--- config.mk ---
export PLATFORM = sky130hd
export DESIGN_NAME = pc_sequencer
export DESIGN_NICKNAME = d
export VERILOG_FILES = /design/src/rtl/pc_sequencer_pkg.sv /design/src/rtl/pc_sequencer_npc_calc.sv /design/src/rtl/pc_sequencer.sv
export SDC_FILE = /design/constraint.sdc
export NUM_CORES = 1
export LEC_CHECK = 0
export BUFFER_PORTS_ARGS = -buffer_cell sky130_fd_sc_hd__buf_4
export CAP_MARGIN = 20
export CORE_UTILIZATION = 50
export DETAILED_ROUTE_END_ITERATION = 16
export HOLD_SLACK_MARGIN = 0.12
export PLACE_DENSITY = 0.75
export SLEW_MARGIN = 40
export SYNTH_ARGS = -nofsm -noshare
export SYNTH_HDL_FRONTEND = slang
export SYNTH_SLANG_ARGS = --single-unit
--- constraint.sdc ---
create_clock -name clk -period 5.8 [get_ports clk]
set_input_delay 0.29 -clock clk [delete_from_list [all_inputs] [get_ports clk]]
set_output_delay 0.29 -clock clk [all_outputs]
set_load 0.01 [all_outputs]
--- src/rtl/pc_sequencer_pkg.sv ---
// ---------------------------------------------------------------------------
// pc_sequencer_pkg
//   Shared encodings for the fetch PC sequencer:
//   - NPC_* : next-PC operation codes carried by the EX-stage instruction
//   - pcs_state_e : PC sequencer FSM state codes (also exported on state_o)
//   - npc_is_redirect() : true for the ops that leave the sequential path
// ---------------------------------------------------------------------------
package pc_sequencer_pkg;

  localparam logic [2:0] NPC_PLUS4  = 3'b000;
  localparam logic [2:0] NPC_BRANCH = 3'b001;
  localparam logic [2:0] NPC_JUMP   = 3'b010;
  localparam logic [2:0] NPC_JALR   = 3'b100;

  typedef enum logic [1:0] {
    PCS_RUN   = 2'd0,
    PCS_WAIT  = 2'd1,
    PCS_STALL = 2'd2,
    PCS_REDIR = 2'd3
  } pcs_state_e;

  function automatic logic npc_is_redirect(input logic [2:0] op);
    return (op == NPC_BRANCH) || (op == NPC_JUMP) || (op == NPC_JALR);
  endfunction

endpackage

--- src/rtl/pc_sequencer_npc_calc.sv ---
// ---------------------------------------------------------------------------
// pc_sequencer_npc_calc
//   Pure combinational next-PC target calculator.
//   Ports:
//     i_pc       in  32  current fetch PC (base for PLUS4)
//     i_npcop    in  3   NPC op of the EX instruction
//     i_ex_pc    in  32  EX instruction PC (branch/jump base)
//     i_ex_imm   in  32  EX sign-extended immediate
//     i_ex_alu   in  32  ALU result (jalr target)
//     o_target   out 32  word-aligned target (bits[1:0] = 0)
//     o_redirect out 1   op leaves the sequential path
//     o_misalign out 1   redirect whose unmasked target had bit[1] set
// ---------------------------------------------------------------------------
module pc_sequencer_npc_calc
  import pc_sequencer_pkg::*;
(
  input  logic [31:0] i_pc,
  input  logic [2:0]  i_npcop,
  input  logic [31:0] i_ex_pc,
  input  logic [31:0] i_ex_imm,
  input  logic [31:0] i_ex_alu,
  output logic [31:0] o_target,
  output logic        o_redirect,
  output logic        o_misalign
);

  logic [31:0] w_raw;

  // Unknown op codes fall through to the sequential path.
  always_comb begin
    w_raw = i_pc + 32'd4;
    unique case (i_npcop)
      NPC_BRANCH, NPC_JUMP: w_raw = i_ex_pc + i_ex_imm;
      NPC_JALR:             w_raw = {i_ex_alu[31:1], 1'b0};
      default:              w_raw = i_pc + 32'd4;
    endcase
  end

  assign o_redirect = npc_is_redirect(i_npcop);
  assign o_target   = {w_raw[31:2], 2'b00};
  assign o_misalign = o_redirect & w_raw[1];

endmodule

--- src/rtl/pc_sequencer.sv ---
// ---------------------------------------------------------------------------
// pc_sequencer
//   Owns the fetch PC and sequences every PC update: sequential fetch,
//   EX-stage redirects, hazard stalls and imem wait states. Emits IF/ID and
//   ID/EX flush pulses for the wrong-path slots after a redirect.
//   Ports:
//     clk          in  1   clock, rising edge
//     rstn         in  1   asynchronous active-low reset
//     stall_i      in  1   hazard stall: freeze PC
//     imem_rdy_i   in  1   imem delivered the word at pc_o this cycle
//     ex_npcop_i   in  3   NPC op of the EX instruction
//     ex_pc_i      in  32  EX instruction PC
//     ex_imm_i     in  32  EX immediate
//     ex_alu_i     in  32  ALU result (jalr)
//     pc_o         out 32  fetch address
//     fetch_en_o   out 1   pc_o is a valid fetch request
//     flush_ifid_o out 1   squash IF/ID next edge
//     flush_idex_o out 1   squash ID/EX next edge
//     misalign_o   out 1   sticky misaligned-redirect flag
//     state_o      out 2   FSM state for trace
// ---------------------------------------------------------------------------
module pc_sequencer
  import pc_sequencer_pkg::*;
#(
  parameter logic [31:0] RESET_PC   = 32'h0000_0000,
  parameter int          KILL_DEPTH = 2
) (
  input  logic        clk,
  input  logic        rstn,
  input  logic        stall_i,
  input  logic        imem_rdy_i,
  input  logic [2:0]  ex_npcop_i,
  input  logic [31:0] ex_pc_i,
  input  logic [31:0] ex_imm_i,
  input  logic [31:0] ex_alu_i,
  output logic [31:0] pc_o,
  output logic        fetch_en_o,
  output logic        flush_ifid_o,
  output logic        flush_idex_o,
  output logic        misalign_o,
  output logic [1:0]  state_o
);

  localparam int KW = (KILL_DEPTH > 2) ? $clog2(KILL_DEPTH) : 1;
  localparam logic [KW-1:0] KILL_LOAD = KW'(KILL_DEPTH - 1);
  // With a single kill slot the redirect cycle's own flush is enough.
  localparam pcs_state_e AFTER_TAKE = (KILL_DEPTH > 1) ? PCS_REDIR : PCS_RUN;

  pcs_state_e    r_state, w_state_next;
  logic [31:0]   r_pc, w_pc_next;
  logic [KW-1:0] r_kill, w_kill_next;
  logic          r_buf_v, w_buf_v_next;
  logic [31:0]   r_buf_pc, w_buf_pc_next;
  logic          r_misalign, w_mis_set;

  logic [31:0] w_target;
  logic        w_redirect;
  logic        w_target_mis;
  logic [31:0] w_pc_plus4;
  logic        w_take;
  logic [31:0] w_take_pc;
  logic        w_take_mis;
  logic        w_flush;
  logic        w_fetch_en;

  pc_sequencer_npc_calc u_npc_calc (
    .i_pc       (r_pc),
    .i_npcop    (ex_npcop_i),
    .i_ex_pc    (ex_pc_i),
    .i_ex_imm   (ex_imm_i),
    .i_ex_alu   (ex_alu_i),
    .o_target   (w_target),
    .o_redirect (w_redirect),
    .o_misalign (w_target_mis)
  );

  assign w_pc_plus4 = r_pc + 32'd4;

  always_comb begin
    w_state_next  = r_state;
    w_pc_next     = r_pc;
    w_kill_next   = r_kill;
    w_buf_v_next  = r_buf_v;
    w_buf_pc_next = r_buf_pc;
    w_mis_set     = 1'b0;
    w_flush       = 1'b0;
    w_fetch_en    = 1'b1;
    w_take        = 1'b0;
    w_take_pc     = w_target;
    w_take_mis    = 1'b0;

    unique case (r_state)
      // RUN and WAIT share rules; WAIT only records that the fetch is pending.
      PCS_RUN, PCS_WAIT: begin
        if (w_redirect) begin
          w_take     = 1'b1;
          w_take_mis = w_target_mis;
        end else if (stall_i) begin
          w_state_next = PCS_STALL;
        end else if (!imem_rdy_i) begin
          w_state_next = PCS_WAIT;
        end else begin
          w_pc_next    = w_pc_plus4;
          w_state_next = PCS_RUN;
        end
      end

      PCS_STALL: begin
        w_fetch_en = 1'b0;
        if (stall_i) begin
          // Keep the first redirect only; anything after it in EX is wrong-path.
          if (w_redirect && !r_buf_v) begin
            w_buf_v_next  = 1'b1;
            w_buf_pc_next = w_target;
            w_mis_set     = w_target_mis;
          end
        end else if (r_buf_v) begin
          w_take       = 1'b1;
          w_take_pc    = r_buf_pc;
          w_buf_v_next = 1'b0;
        end else if (w_redirect) begin
          w_take     = 1'b1;
          w_take_mis = w_target_mis;
        end else begin
          w_state_next = PCS_RUN;
        end
      end

      PCS_REDIR: begin
        // New-path fetch proceeds; redirects seen here are bubbles and ignored.
        w_flush = 1'b1;
        if (imem_rdy_i && !stall_i) begin
          w_pc_next = w_pc_plus4;
        end
        if (r_kill <= KW'(1)) begin
          w_kill_next  = '0;
          w_state_next = PCS_RUN;
        end else begin
          w_kill_next = r_kill - KW'(1);
        end
      end
    endcase

    if (w_take) begin
      w_pc_next    = w_take_pc;
      w_flush      = 1'b1;
      w_mis_set    = w_take_mis;
      w_kill_next  = KILL_LOAD;
      w_state_next = AFTER_TAKE;
    end
  end

  always_ff @(posedge clk or negedge rstn) begin
    if (!rstn) begin
      r_state    <= PCS_RUN;
      r_pc       <= RESET_PC;
      r_kill     <= '0;
      r_buf_v    <= 1'b0;
      r_buf_pc   <= '0;
      r_misalign <= 1'b0;
    end else begin
      r_state    <= w_state_next;
      r_pc       <= w_pc_next;
      r_kill     <= w_kill_next;
      r_buf_v    <= w_buf_v_next;
      r_buf_pc   <= w_buf_pc_next;
      r_misalign <= r_misalign | w_mis_set;
    end
  end

  assign pc_o         = r_pc;
  assign fetch_en_o   = w_fetch_en;
  // Flushes are combinational; reset must override a redirect on the inputs.
  assign flush_ifid_o = w_flush & rstn;
  assign flush_idex_o = w_flush & rstn;
  assign misalign_o   = r_misalign;
  assign state_o      = r_state;

endmodule

; ---- Yosys cells after proc, flatten, opt, wreduce, memory -nomap -nowiden
; Cells that the tools add are included.
[word_totals]
output_inout_bits = 38
reg_bits = 67
inputBits = 103
elab_cells = 82
[op_classes]
reduce_logical = 15
n_mux = 39
addsub = 3
n_bitwise = 3
magnitude_cmp = 1
n_eq_ne = 15
[ops]
columns = op, n
row1 = $mux 32, 8
row2 = $pmux 32 s2, 2
row3 = $add 32x3->32 const B, 1
row4 = $add 32x32->32, 1
row5 = $ne 3x3->1 const B, 8
row6 = $mux 1, 19
row7 = $mux 2, 7
row8 = $reduce_and 5->1, 2
row9 = $pmux 2 s3, 1
row10 = $eq 2x2->1 const B, 2
row11 = $pmux 1 s2, 2
row12 = $reduce_or 2->1, 2
row13 = $eq 3x1->1 const B, 1
row14 = $eq 3x2->1 const B, 1
row15 = $eq 3x3->1 const B, 1
row16 = $reduce_and 3->1, 1
row17 = $reduce_bool 3->1, 1
row18 = $and 1x1->1, 2
row19 = $eq 2x1->1 const B, 1
row20 = $logic_and 1x1->1, 2
row21 = $logic_not 1->1, 2
row22 = $logic_not 2->1, 1
row23 = $logic_or 1x1->1, 2
row24 = $ne 2x1->1 const B, 1
row25 = other kinds (5), 5

; ---- Logic depth before layout (Yosys ltp)
[logic_depth]
depth_word = 10
mapped_depth = 11
mapped_depth_nobuf = 10

; ---- Cells and area by module
; From an unflattened synthesis, not the netlist that was laid out.
[unflattened]
cells_unflattened = 790
area_unflattened_um2 = 6532.5
[by_module_without_submodules]
columns = module, instances, seq_area_each_um2, cells_per_inst, area_each_um2
row1 = pc_sequencer, 1, 1701.6, 377, 3778.6
row2 = pc_sequencer_npc_calc, 1, 0.0, 413, 2753.9

; ---- Least setup slack after synthesis
; Ideal clock, no wire load.
[synth_path]
path_type = register to register
start = register r_pc[2] (netlist: pc_o[2])
end = register r_pc[30] (netlist: pc_o[30])
period_less_slack_ns = 2.539
path_buffers = 1
arrival_time_ns = 2.387
t_required_ns = 5.647
path_stages_with_launch = 10
setup_slack_ns = 3.261
setup_ns = 0.153
path_cell_list = dfrtp_1 -> ha_1 -> nand4_1 -> nor4_4 -> and3_1 -> buf_2 -> nand3_1 -> xnor2_1 -> a222oi_1 -> a22oi_1
[synth_via]
elab_chain_len = 6
elab_cells_between_ends = 11
classes_between = add/sub: 1 / mux: 10
[synth_lines]
columns = element, line_no
row1 = start: declaration, pc_sequencer.sv:50  ; logic [31:0] r_pc, w_pc_next;
row2 = start signal: assignment, pc_sequencer.sv:163  ; r_pc <= w_pc_next;
row3 = $add 32x3->32 (*), "pc_sequencer_npc_calc.sv:35, pc_sequencer.sv:77"
row4 = $mux 32 / $pmux 32 s2 (equally long branches), "pc_sequencer.sv:100, pc_sequencer_npc_calc.sv:32"
row5 = "$mux 32, on equally long branches", "pc_sequencer.sv:98, pc_sequencer.sv:117"
row6 = "$mux 32, on equally long branches", "pc_sequencer.sv:95, pc_sequencer.sv:110"
row7 = $pmux 32 s2 / $mux 32 (equally long branches), pc_sequencer.sv:92  ; unique case (r_state)
row8 = $mux 32 (*), pc_sequencer.sv:144  ; if (w_take) begin
; Every way passes the cells marked *; elsewhere a longest branch is shown, timed or not. The select of a mux whose other input is x is not followed.
; A chain may end at the register's enable or synchronous reset.

; ---- Worst setup path after layout
[layout_path]
start = register r_pc[2] (netlist: pc_o[2])
end = register r_pc[26] (netlist: pc_o[26])
; The elaborated chain is that of the path after synthesis.

==> metrics.md <==
| Metric | Value |
|---|---|
| Overall power | `just under 0.003 W` |
| Area contributors post-synth | `dfrtp_1 26%, o21ai_0 7.3%, ha_1 6.3%` |
| H-tree depth | `3` |
| Starting Density | `51.41%` |
| Critical Path Sink Type | `register` |
| Share of total power in the clock network | `between 10% and 20%` |
| Average size of a mapped cell | `just under 8 um^2` |
| Endpoints failing setup | `0` |
| CTS tree | `done` |
| Core Area | `about 12000 um^2` |
| Largest area contributor in the synthesized netlist | `dfrtp_1` |
| Via count | `6610` |
| Filler cells | `~1100` |
| Slew Limit Fails | `0` |
| Post-synth ARST share | `100.0%` |
| 1st-iter DRT viols | `around 800` |
| Worst path arrival time | `3.30 ns` |
| Nets | `about 1000` |
| VDD IR max | `172.2 uV` |
| Drt total wl | `19350 um` |
| Worst Path Required | `around 6.0 ns` |
| Most frequent cells in the layout | `140 x buf_4, 96 x nand2_1, 90 x o21ai_0` |
| Share of the synthesized area in the top cell type | `25.94%` |
| DRC viols | `0` |
| Vias per std cell | `between 6 and 7` |
| Worst-skew pair later-pin latency | `between 0.3 and 0.4 ns` |
| Grt total ovfl | `0` |
| Num CTS Buffers | `9` |
| First-pass GRT wire length | `~30000 um` |
| Diode count | `0` |
| GRT Util Overall | `30.16%` |
| Max clock buf depth | `2` |
| Synthesis-to-finish area growth | `21.38%` |
| Clk root buf | `clkbuf_16` |
| # rows | `40` |
| Post-synth EDFFs | `0` |
| Largest net degree at the start of global routing | `between 60 and 70` |
| 1st-pass router iterations | `6` |
| Synthesized area | `6175 um^2` |
| Distinct cells, synth | `83` |
| Die ar. | `roughly 13000 um^2` |
| Seq/Total Area, Yosys | `25.94%` |
| Reported max-cap violation count | `0` |
| Minimum clock period | `~3.1 ns` |
| Post-layout util | `about 62%` |
| Final Wtd Congestion | `about 1` |
| Status | `finished clean` |
| Die X | `113.1 um` |
| Antenna violations before repair | `1` |
| Final period util | `around 53%` |
| Crit start category | `register` |
| Max FO, Critical Path | `8` |
| Setup total negative slack | `0 ns` |
| Clk slew on worst S/H paths | `around 0.05 ns` |
| Leakage | `about 3.2 nW` |
| RSZ-0062 raised after global routing | `false` |
| DR WL/cell | `~19 um` |
| DP Wirelength | `13840 um` |
| PwrDens | `around 390 nW/um^2` |
| TritonCTS Sinks | `64` |
| YS warnings | `0` |
| Most common cell after layout, fill and taps aside | `buf_4` |
| Share of cells above drive strength 1 | `a little over a fifth` |
| Post-CTS Setup Repair Bufs | `0` |
| Syn Inst Count | `~800` |
| Power Internal | `0.001657 W` |
| Switching share of power | `between 40% and 50%` |
| Critical path type | `register to register` |
| Multi-input logic area | `4240 um^2` |
| #FFs+latches synth | `between 60 and 70` |
| I/O Pins | `about 140` |
| Reg power frac | `about a third` |
| Main flop type after synthesis | `dfrtp_1` |
| Combinational fraction of design power | `around half` |
| Worst slew pin tran | `between 0.7 and 0.8 ns` |
| Fmax | `between 300 and 400 MHz` |
| Number of global-route vias before repair | `6166` |
| Antenna violation net count after detailed routing | `0` |
| Post-Route Skew | `between 0.007 and 0.008 ns` |
| FF/Latch Area | `roughly 1600 um^2` |
| HP Class | `input port to register` |
| PortBufs | `approximately 140` |
| Hold Vio Cnt, Final | `0` |
| Net switching power | `0.001275 W` |
| Die height | `around 110 um` |
| Slew Limit Headroom | `roughly half` |
==> layout make-up <==
| cell class | count | area share, % |
|---|---|---|
| flip-flops and latches | 64 | 21.37 |
| multi-input cells | 648 | 56.58 |
| clock inverters | 2 | 0.4674 |
| clock buffers | 14 | 3.790 |
| well taps | 147 | 2.454 |
| inverters | 14 | 0.7012 |
| repair buffers | 143 | 14.64 |
==> power groups by stage <==
| stage | sequential (W) | combinational (W) | clock (W) |
|---|---|---|---|
| after floorplan | 0.000895 | 0.000933 | 0 |
| after global placement | 0.000914 | 0.00135 | 0 |
| after detailed placement | 0.000928 | 0.00139 | 0 |
| after CTS | 0.000923 | 0.00140 | 0.000577 |
| after global routing | 0.000963 | 0.00156 | 0.000593 |
| final | 0.000932 | 0.00143 | 0.000574 |
==> per-stage QoR <==
stage               worst slack (ns)  instance area, um^2  hold slack [ns]  std cells
global placement               2.779                 7126           0.4396       1014
finish                         2.708                 7495           0.1308       1032
CTS                            2.768                 7462           0.1272       1031
detailed placement             2.726                 7133           0.4420       1014
global route                   2.494                 7495           0.1381       1032
floorplan                      3.261                 6178        -0.005591        780
==> synth_stat cells (13+ instances only) <==
master / number
a21o_1: 14
nand2_1: 97
nor2_1: 54
clkbuf_1: 30
nand3_1: 25
inv_1: 14
a222oi_1: 19
nor3_1: 13
xor2_1: 23
xnor2_1: 33
ha_1: 31
a21oi_1: 64
dfrtp_1: 64
o21ai_0: 90
==> worst paths after layout <==
check | depth (start not counted) | slack [ns] | end | start
worst max-delay path | 8 | 2.71 | pc_o[26] | pc_o[2]
worst min-delay path | 2 | 0.13 | state_o[0] | imem_rdy_i
worst max register to register | 8 | 2.71 | pc_o[26] | pc_o[2]
worst min register to register | 1 | 0.45 | misalign_o | misalign_o
max in group asynchronous | 2 | 4.86 | pc_o[12] | rstn
min in group asynchronous | 2 | 0.50 | pc_o[9] | rstn
==> registers in the layout, indices dropped and copies added (netlist names) <==
signal      cells
state_o         2
r_buf_pc       30
pc_o           30
r_buf_v         1
misalign_o      1
==> critical path, stage by stage, from the launching register on <==
cell and delay, ns:
dfrtp_1 0.52, ha_1 0.31, nand4_1 0.30, nor4_4 0.57, and3_1 0.38, xnor2_1 0.17
o21ai_0 0.13, nor4b_1 0.46, o21ai_1 0.14
==> logic make-up (layout without fill, tap and decap cells) <==
| logic type | count (synthesis) | after routing | synth area share, % |
|---|---|---|---|
| compound gates | 286 | 286 | 30.94 |
| simple gates | 266 | 266 | 21.68 |
| buf+inv | 68 | 173 | 5.836 |
| flops | 64 | 64 | 25.94 |
| xor+xnor | 56 | 56 | 7.943 |
| fa+ha+maj | 32 | 32 | 6.606 |
| mux | 6 | 6 | 0.9929 |
| other cells | 1 | 2 | 0.06073 |
==> metal layers <==
| layer | vias to the layer above | track usage [%] | part of all wire, % |
|---|---|---|---|
| met5 | - | 0 | 0 |
| met1 | 3092 | 39.60 | 42 |
| met4 | 0 | 11.05 | 1.7 |
| met2 | 373 | 48.75 | 46 |
| met3 | 28 | 6.588 | 10 |
| li1 | 3117 | - | - |
==> repair_timing <==
item,4_1_cts,5_1_grt
resized for setup,0,0
hold buffers,1,0
endpoints found under the hold margin,64,0
No activity file was read; power rests on OpenSTA's default activity.
